<file path="src/rtl/mult_div_unit.sv">
// mult_div_unit: multi-cycle multiply/divide unit holding the architectural HI/LO registers.
// Ports: clk, reset (sync, active-high); RSE/RTE forwarded operands and IRE EX-stage
// instruction; Start (comb, md op accepted), Busy (op in flight), HI/LO registers,
// MDout (comb mfhi/mflo read value, else 0).
// Build option: define MDU_DIV_EN to build div/divu; otherwise they decode as nop.
module mult_div_unit #(
    parameter int MULT_CYCLES = 5,
    parameter int DIV_CYCLES  = 10
) (
    input  logic        clk,
    input  logic        reset,
    input  logic [31:0] RSE,
    input  logic [31:0] RTE,
    input  logic [31:0] IRE,
    output logic        Start,
    output logic        Busy,
    output logic [31:0] HI,
    output logic [31:0] LO,
    output logic [31:0] MDout
);
`ifdef MDU_DIV_EN
    typedef enum logic [1:0] {IDLE, MUL, DIV} state_t;
    localparam int MAXC = MULT_CYCLES > DIV_CYCLES ? MULT_CYCLES : DIV_CYCLES;
`else
    typedef enum logic {IDLE, MUL} state_t;
    localparam int MAXC = MULT_CYCLES;
    localparam int unused_div_cycles = DIV_CYCLES;
`endif
    localparam int CW = $clog2(MAXC + 1);
    localparam logic [CW-1:0] ONE = 1;

    state_t state_q, state_d;
    logic [CW-1:0] cnt_q, cnt_d;
    logic [31:0] a_q, a_d, b_q, b_d, hi_q, hi_d, lo_q, lo_d;
    logic sgn_q, sgn_d;
    logic rtype, is_mul, is_mfhi, is_mflo, is_mthi, is_mtlo, idle;
    logic [63:0] ea, eb, prod;
    logic unused_ire;

    assign rtype   = IRE[31:26] == 6'b000000;
    assign is_mul  = rtype && IRE[5:1] == 5'b01100;
    assign is_mfhi = rtype && IRE[5:0] == 6'b010000;
    assign is_mthi = rtype && IRE[5:0] == 6'b010001;
    assign is_mflo = rtype && IRE[5:0] == 6'b010010;
    assign is_mtlo = rtype && IRE[5:0] == 6'b010011;
    assign unused_ire = ^IRE[25:6];
    assign idle  = state_q == IDLE;
    assign Busy  = !idle;
    assign HI    = hi_q;
    assign LO    = lo_q;
    assign MDout = is_mfhi ? hi_q : is_mflo ? lo_q : 32'b0;

    // Sign-extending only for the signed variant lets one 64-bit multiply serve both.
    assign ea   = {{32{sgn_q & a_q[31]}}, a_q};
    assign eb   = {{32{sgn_q & b_q[31]}}, b_q};
    assign prod = ea * eb;

`ifdef MDU_DIV_EN
    logic is_div;
    logic [31:0] ma, mb, uq, ur, quo, rem;
    assign is_div = rtype && IRE[5:1] == 5'b01101;
    assign Start  = !reset && idle && (is_mul || is_div);
    // Divide magnitudes, then restore signs: quotient truncates toward zero and the
    // remainder follows the dividend. 0x80000000 / -1 wraps back to 0x80000000.
    assign ma  = (sgn_q && a_q[31]) ? -a_q : a_q;
    assign mb  = (sgn_q && b_q[31]) ? -b_q : b_q;
    assign uq  = (mb == 32'b0) ? 32'b0 : ma / mb;
    assign ur  = (mb == 32'b0) ? 32'b0 : ma % mb;
    assign quo = (sgn_q && (a_q[31] ^ b_q[31])) ? -uq : uq;
    assign rem = (sgn_q && a_q[31]) ? -ur : ur;
`else
    assign Start = !reset && idle && is_mul;
`endif

    always_comb begin
        state_d = state_q;
        cnt_d   = cnt_q;
        a_d     = a_q;
        b_d     = b_q;
        sgn_d   = sgn_q;
        hi_d    = hi_q;
        lo_d    = lo_q;
        if (idle) begin
            if (Start) begin
                a_d     = RSE;
                b_d     = RTE;
                sgn_d   = !IRE[0];
                state_d = MUL;
                cnt_d   = CW'(MULT_CYCLES);
`ifdef MDU_DIV_EN
                if (is_div) begin
                    state_d = DIV;
                    cnt_d   = CW'(DIV_CYCLES);
                end
`endif
            end
            if (is_mthi) hi_d = RSE;
            if (is_mtlo) lo_d = RSE;
        end else begin
            cnt_d = cnt_q - ONE;
            if (cnt_q == ONE) begin
                state_d = IDLE;
                if (state_q == MUL) {hi_d, lo_d} = prod;
`ifdef MDU_DIV_EN
                else if (b_q != 32'b0) begin
                    hi_d = rem;
                    lo_d = quo;
                end
`endif
            end
        end
    end

    always_ff @(posedge clk) begin
        if (reset) begin
            state_q <= IDLE;
            cnt_q   <= '0;
            a_q     <= '0;
            b_q     <= '0;
            sgn_q   <= 1'b0;
            hi_q    <= '0;
            lo_q    <= '0;
        end else begin
            state_q <= state_d;
            cnt_q   <= cnt_d;
            a_q     <= a_d;
            b_q     <= b_d;
            sgn_q   <= sgn_d;
            hi_q    <= hi_d;
            lo_q    <= lo_d;
        end
    end
endmodule

</file>
<file path="config.mk">
export PLATFORM = sky130hd
export DESIGN_NAME = mult_div_unit
export DESIGN_NICKNAME = d
export VERILOG_FILES = /design/src/rtl/mult_div_unit.sv
export SDC_FILE = /design/constraint.sdc
export NUM_CORES = 2
export LEC_CHECK = 0
export ABC_CLOCK_PERIOD_IN_PS = 10800
export CORE_MARGIN = 3
export CORE_UTILIZATION = 40
export CTS_CLUSTER_SIZE = 28
export DETAILED_ROUTE_END_ITERATION = 7
export PLACE_DENSITY = 0.54
export SETUP_SLACK_MARGIN = 0.4
export SLEW_MARGIN = 20
export SYNTH_ARGS = -nofsm -noshare
export SYNTH_HDL_FRONTEND = slang
export SYNTH_SLANG_ARGS = --single-unit
export TNS_END_PERCENT = 10
</file>
<file path="constraint.sdc">
create_clock -name clk -period 10.8 [get_ports clk]
set_input_delay 1.62 -clock clk [delete_from_list [all_inputs] [get_ports clk]]
set_output_delay 1.62 -clock clk [all_outputs]
set_load 0.1 [all_outputs]
</file>
# ---- Word level (Yosys, flattened, before mapping)
# Cells that the tools add are included.
dict set report totals {
  memories 0
  in_bits 98
  latchBits 0
  mem_bits_ro 0
  ram_bits 0
  reg_bits 133
  output_inout_bits 98
}
dict set report classes {
  order_cmp 0
  mul 1
  shifts 0
  n_reduce_logical 16
  n_eq_ne 7
  n_div 0
  bitwise 3
  mux 13
  addsub 1
}
# cell n
set ops {}
lappend ops {{$mux W32} 8}
lappend ops {{$mul A33 B33 Y64} 1}
lappend ops {{$eq A6 B5 Y1 const B} 4}
lappend ops {{$logic_and A1 B1 Y1} 7}
lappend ops {{$logic_not A6 Y1} 1}
lappend ops {{$mux W3} 2}
lappend ops {{$reduce_and A2 Y1} 3}
lappend ops {{$reduce_bool A2 Y1} 3}
lappend ops {{$eq A5 B4 Y1 const B} 1}
lappend ops {{$eq A3 B1 Y1 const B} 1}
lappend ops {{$mux W1} 3}
lappend ops {{$sub A3 B1 Y3 const B} 1}
lappend ops {{$and A1 B1 Y1} 2}
lappend ops {{$logic_not A1 Y1} 2}
lappend ops {{$ne A2 B1 Y1 const B} 1}
lappend ops {{$not A1 Y1} 1}

# ---- Logic depth before layout (Yosys ltp)
dict set report logic_depth {
  word_depth 5
  depth_mapped 30
}

# ---- Least setup slack after synthesis
# No wires, ideal clock.
dict set report synth_path {
  path_kind {reg-to-reg}
  start {register a_q[31]}
  end {register hi_q[29] (netlist: HI[29])}
  path_stages_with_launch 30
  setup_ns 0.075
  t_required_ns 10.725
  n_path_buf 3
  setup_slack_ns 2.516
  t_arrival_ns 8.209
  cell_sequence {dfxtp_1 -> clkbuf_1 -> and2_1 -> clkbuf_1 -> nand2_1 -> inv_1 -> fa_1 -> inv_1 -> fa_1 -> inv_1 -> fa_1 -> fa_1 -> inv_1 -> fa_1 -> inv_1 -> fa_1 -> inv_1 -> fa_1 -> fa_1 -> inv_1 -> ha_1 -> clkbuf_1 -> and4_1 -> nand3_1 -> nor2_1 -> or3_1 -> o21a_4 -> and4_2 -> or4_1 -> a31oi_1}
}
dict set report synth_via {
  elab_chain_len 4
}
# item line
set synth_rtl {}
lappend synth_rtl {{start: declaration} 34} ;# logic [31:0] a_q, a_d, b_q, b_d, hi_q, hi_d, lo_q, lo_d;
lappend synth_rtl {{start signal: assignment} 118} ;# a_q <= '0;
lappend synth_rtl {{start signal: assignment} 126} ;# a_q <= a_d;
lappend synth_rtl {{$and A1 B1 Y1} 54} ;# assign ea = {{32{sgn_q & a_q[31]}}, a_q};
lappend synth_rtl {{$mul A33 B33 Y64 (*)} 56} ;# assign prod = ea * eb;
lappend synth_rtl {{$mux W32 (*)} 101} ;# if (cnt_q == ONE) begin
lappend synth_rtl {{$mux W32 (*)} 83} ;# if (idle) begin
lappend synth_rtl {{end signal: assignment} 129} ;# hi_q <= hi_d;
lappend synth_rtl {{end: declaration} 34}
# Mark *: on every way between the ends. The rest lies on a longest branch, timed or not. The select of a mux whose other input is x is not followed.
# A chain may end at the register's enable or synchronous reset.

# ---- Final worst setup path
dict set report layout_path {
  start {register sgn_q}
  end {register hi_q[29] (netlist: HI[29])}
}
dict set report layout_via {
  elab_chain_len 4
}
# item line
set layout_rtl {}
lappend layout_rtl {{start: declaration} 35} ;# logic sgn_q, sgn_d;
lappend layout_rtl {{start signal: assignment} 128} ;# sgn_q <= sgn_d;
lappend layout_rtl {{$and A1 B1 Y1 (on tied branches)} {54, 55}}
lappend layout_rtl {{$mul A33 B33 Y64 (*)} 56}
lappend layout_rtl {{$mux W32 (*)} 101}
lappend layout_rtl {{$mux W32 (*)} 83}
# Marked as above.

==> run summary <==
In the post-route analysis, the smallest setup slack over all paths is 1.24 ns. Setup repair after global routing left no endpoint under its margin. The placed instances occupy a cell area of 46,900 sq um. Pin placement for this block handled 196 I/O pins.

TritonCTS built the clock tree. The tools report the maximum VDD drop as 121 uV. In the synthesized netlist the dominant register cell turns out to be sky130_fd_sc_hd__dfxtp_1. Global routing finished with a remaining overflow of 0. The detail route stage leaves a number of antenna-violating nets equal to 0.

The post-synthesis simple-gate area fraction is 0.162, and the slew at the pin with the worst max-slew slack is 1.10 ns. The critical path contains buffers and inverters numbering 7 combined. Via density per instance: 5.12. The worst slew margin relative to its limit was 0.267; the mux cell area share after synthesis was 0.00349. After synthesis, the largest family of logic cells by area is adder cells. The first detailed-routing pass ran for 5 iterations. The proportion of total power due to net switching is 0.281.

The logs give 0 for the number of setup buffers added after CTS and 0 for the number of setup violations in the final report. The met1 track utilization from global routing is 0.309. The post-synthesis async set-or-reset flop share came out at 0. The run gives 0.048 as the logic gate share of total power. The run gives 113,000 sq um as the die outline area. The layout-stage area growth over the synthesis result was 8.54%.

The layout cell share with drive strength beyond 1 was 0.0369; the initial antenna violation count was 7. The initialized floorplan defines 120 standard-cell rows. The cell taking the most area after synthesis is sky130_fd_sc_hd__fa_1.

Counting distinct cell types in the post-synthesis netlist gives 77. The worst hold path terminates at a_q[16]$_SDFFE_PP0P_. Timing analysis after detailed placement gives a worst setup slack of 1.24 ns.

The endpoint identified for the worst register-to-register timing path is HI[29]$_SDFFE_PP0P_. The number of standard cells in the layout, taps in and fillers out is 6,340, and the setup total negative slack is 0 ns. The buffer type at the clock tree root is sky130_fd_sc_hd__clkbuf_16. Post-detailed-route DRC marker count: 0.

For the worst-skew pair, the clock arrives at the later sink with an insertion delay of 0.50 ns. The count of buffers added on input and output ports is 175. Type of destination of the critical path: a flop. After clock tree synthesis, the flow added hold-fix buffers numbering 0. The worst setup path is of the flop to flop kind.

The clock-pin slew reported for the worst setup and hold paths after clock tree synthesis was 0.07 ns. Post-synthesis compound-gate area fraction: 0.0606. The layer flagged by global routing as most heavily used is met2. The top-area cell type share of the netlist area works out to 0.515. In this run, the number of DRC markers left after iteration 0 of detailed routing was 1,739. The number of instances in the synthesized netlist was 4,930; the met3 usage in global routing was 0.0219. The count of clock tree sinks is 133. For the routing usage on met2, the log shows 0.425.

The tightest min-delay check is of the flop to flop type. The number of global-route vias before repair is 34,600. The run gives 0.237 as the aggregate global-route resource usage. Counting the buffers created by CTS gives 17. For this block, the routed nets add up to 128,000 um of wire.

The xor/xnor cell area share of the yosys netlist was 0.0130. The number of cell instances on the worst register-to-register path came out at 26. The design area is 47,400 sq um, and the total via count after detailed routing is 32,500. Broken down by cell family, the worst path's largest delay share belongs to adder cells. The switching component of the power is 0.000323 W, and the maximum fanout along the worst path is 13. The final critical path time including I/O delays and setup is 9.56 ns. The startpoint identified for the worst hold timing path is a_q[16]$_SDFFE_PP0P_. The core region is 108,000 sq um.

The synthesized design contains 0 enable-type register cells. After legalization and detailed placement, the total HPWL measured 107,000 um. The adder and majority cell fraction of the synthesized area was 0.577. The first global-routing pass estimated 205,000 um of wire. The post-synthesis instance area came out at 43,700 sq um. Between clock sinks in the finished design, the worst skew comes to 0.0198 ns.

The number of gates resized after CTS was 0. Data on the critical path is required at its endpoint by 11.23 ns. In the final routed layout, each cell accounts on average for 20.2 um. The tools report the maximum clock path buffer count as 2. By area the synthesized netlist is led by sky130_fd_sc_hd__fa_1 (52%), sky130_fd_sc_hd__inv_1 (9.7%), sky130_fd_sc_hd__nand2_1 (7.7%). The number of placed instances, taps included, is 6,304. Dividing total power by cell area gives a power density of 24.3 nW/um^2.

The tools report the total nets after synthesis as 6,367. The number of failing hold endpoints at the final stage is 0, and the yosys synthesis warning count is 0. The tools report the origin of the critical flop-to-flop path as sgn_q$_SDFFE_PP0P_.

The worst setup path is launched from a flop. After the last flow step, the layout net total stands at 6,357. For flop-to-flop paths, the worst setup slack is 1.24 ns.

The internal power component is 0.000828 W, and the total of max-cap violations is 0. Synthesis inferred 133 register bits. The largest stage delay on the critical path was 0.89 ns; the clock group share of total power was 0.526.

The slowest stage of the critical path is the sky130_fd_sc_hd__fa_1 cell. The logs give 9.99 ns for the worst endpoint data arrival time and 68 for the maximum number of pins on one net before global-route repair. The instance count along the most critical hold path is 2. Final RePlAce weighted congestion: 0.884. In this run the vertical extent of the chip is 337 um. The run gives 105 MHz as the fmax. The initial standard-cell utilization of the core was 0.405; the worst-case hold slack was 0.455 ns.

The run gives 0 as the final number of max-transition violations. Dividing the synthesized area by the synthesized cell count gives 8.87 sq um. The chip width works out to 337 um. The run finished with clean final reports.

The logs give 0.426 for the relative contribution of sequential cells to total power and 4 for the CTS H-tree depth. The cell type with the highest occurrence count on the critical path was sky130_fd_sc_hd__fa_1. The share of the yosys chip area belonging to registers was 0.0609; the period utilization was 0.885. The tools report the leakage component of the power as 22.6 nW.
-- kinds of logic (layout without fill, tap and decap cells) --
kind of cell,Yosys count,after routing
adders and majority gates,1339,1339
DFF,133,133
AOI/OAI and AO/OA,400,400
buffers and inverters,1439,1442
xor gates and xnor gates,65,65
other,0,4
and+or+nand+nor,1539,1539
muxes,15,15
-- sequential cells by signal, summed over array words and instances, names as in the netlist --
| register | cells |
|---|---|
| a_q | 32 |
| HI | 32 |
| Busy | 1 |
| b_q | 32 |
| sgn_q | 1 |
| cnt_q | 3 |
| LO | 32 |
-- worst max-delay path by stage --
stage / start / to / cells after the start
detailed placement: a_q[31]$_SDFFE_PP0P_ / HI[29]$_SDFFE_PP0P_ / 26
CTS: sgn_q$_SDFFE_PP0P_ / HI[29]$_SDFFE_PP0P_ / 26
floorplan: a_q[31]$_SDFFE_PP0P_ / HI[29]$_SDFFE_PP0P_ / 29
global route: a_q[31]$_SDFFE_PP0P_ / HI[29]$_SDFFE_PP0P_ / 26
global placement: a_q[31]$_SDFFE_PP0P_ / HI[29]$_SDFFE_PP0P_ / 26
finish: sgn_q$_SDFFE_PP0P_ / HI[29]$_SDFFE_PP0P_ / 26
-- cells in the final DEF, fill, tap and decap left out, types with 39 or more instances in the layout --
cell type and n:
sky130_fd_sc_hd__inv_1 1133, sky130_fd_sc_hd__fa_1 1124, sky130_fd_sc_hd__nand2_1 898, sky130_fd_sc_hd__and2_1 350
sky130_fd_sc_hd__ha_1 214, sky130_fd_sc_hd__clkdlybuf4s50_1 174, sky130_fd_sc_hd__a21oi_1 145, sky130_fd_sc_hd__nor2_1 130
sky130_fd_sc_hd__dfxtp_1 124, sky130_fd_sc_hd__buf_4 100, sky130_fd_sc_hd__o21ai_0 49, sky130_fd_sc_hd__xnor2_1 43
sky130_fd_sc_hd__a211oi_1 39
-- metrics by stage --
step	total power (W)	utilization
final	0.00115	0.440
after global routing	0.00118	0.440
after CTS	0.00117	0.440
after detailed placement	0.000556	0.435
after global placement	0.000557	0.435
after floorplan	0.000516	-
-- cell type report --
cell class | count | area (sq um)
fillers | 10900 | 60400
multi-input cells | 3358 | 35700
inverters | 1135 | 4260
flip-flops and latches | 133 | 2670
repair buffers | 275 | 2510
well taps | 1403 | 1760
clock buffers | 18 | 439
clock inverters | 14 | 133
diodes | 4 | 10.0
-- routing by layer --
metal / vias up / wire (um)
met1: 17300 / 53200
met5: - / 33
met4: 4 / 2970
met2: 705 / 66800
met3: 124 / 5060
li1: 14400 / -
-- power by group through the flow --
stage	clock network, W	logic, W	registers (W)
after CTS	0.000621	0.0000546	0.000490
after global routing	0.000634	0.0000581	0.000490
after detailed placement	0	0.0000542	0.000502
final	0.000605	0.0000555	0.000491
after global placement	0	0.0000548	0.000502
after floorplan	0	0.0000136	0.000502
-- Yosys cell counts (22+ instances only) --
master                        n
sky130_fd_sc_hd__fa_1      1125
sky130_fd_sc_hd__a21oi_1    145
sky130_fd_sc_hd__a211oi_1    39
sky130_fd_sc_hd__inv_1     1133
sky130_fd_sc_hd__nor3_1      29
sky130_fd_sc_hd__a22o_1      33
sky130_fd_sc_hd__and3_1      25
sky130_fd_sc_hd__ha_1       214
sky130_fd_sc_hd__xor2_1      22
sky130_fd_sc_hd__clkbuf_1   291
sky130_fd_sc_hd__nand2_1    898
sky130_fd_sc_hd__and2_1     350
sky130_fd_sc_hd__dfxtp_1    133
sky130_fd_sc_hd__xnor2_1     43
sky130_fd_sc_hd__nor2_1     132
sky130_fd_sc_hd__o21ai_0     49
sky130_fd_sc_hd__a21o_1      31
-- worst register-to-register path: cells and delay by family, from the launching register on --
family | cells | cell delay [ns]
and+or+nand+nor | 8 | 2.79
DFF | 1 | 0.32
adders and majority gates | 9 | 4.77
buffers and inverters | 7 | 1.20
AOI/OAI and AO/OA | 2 | 0.43
Note: power is estimated with default switching activity, not from simulation.
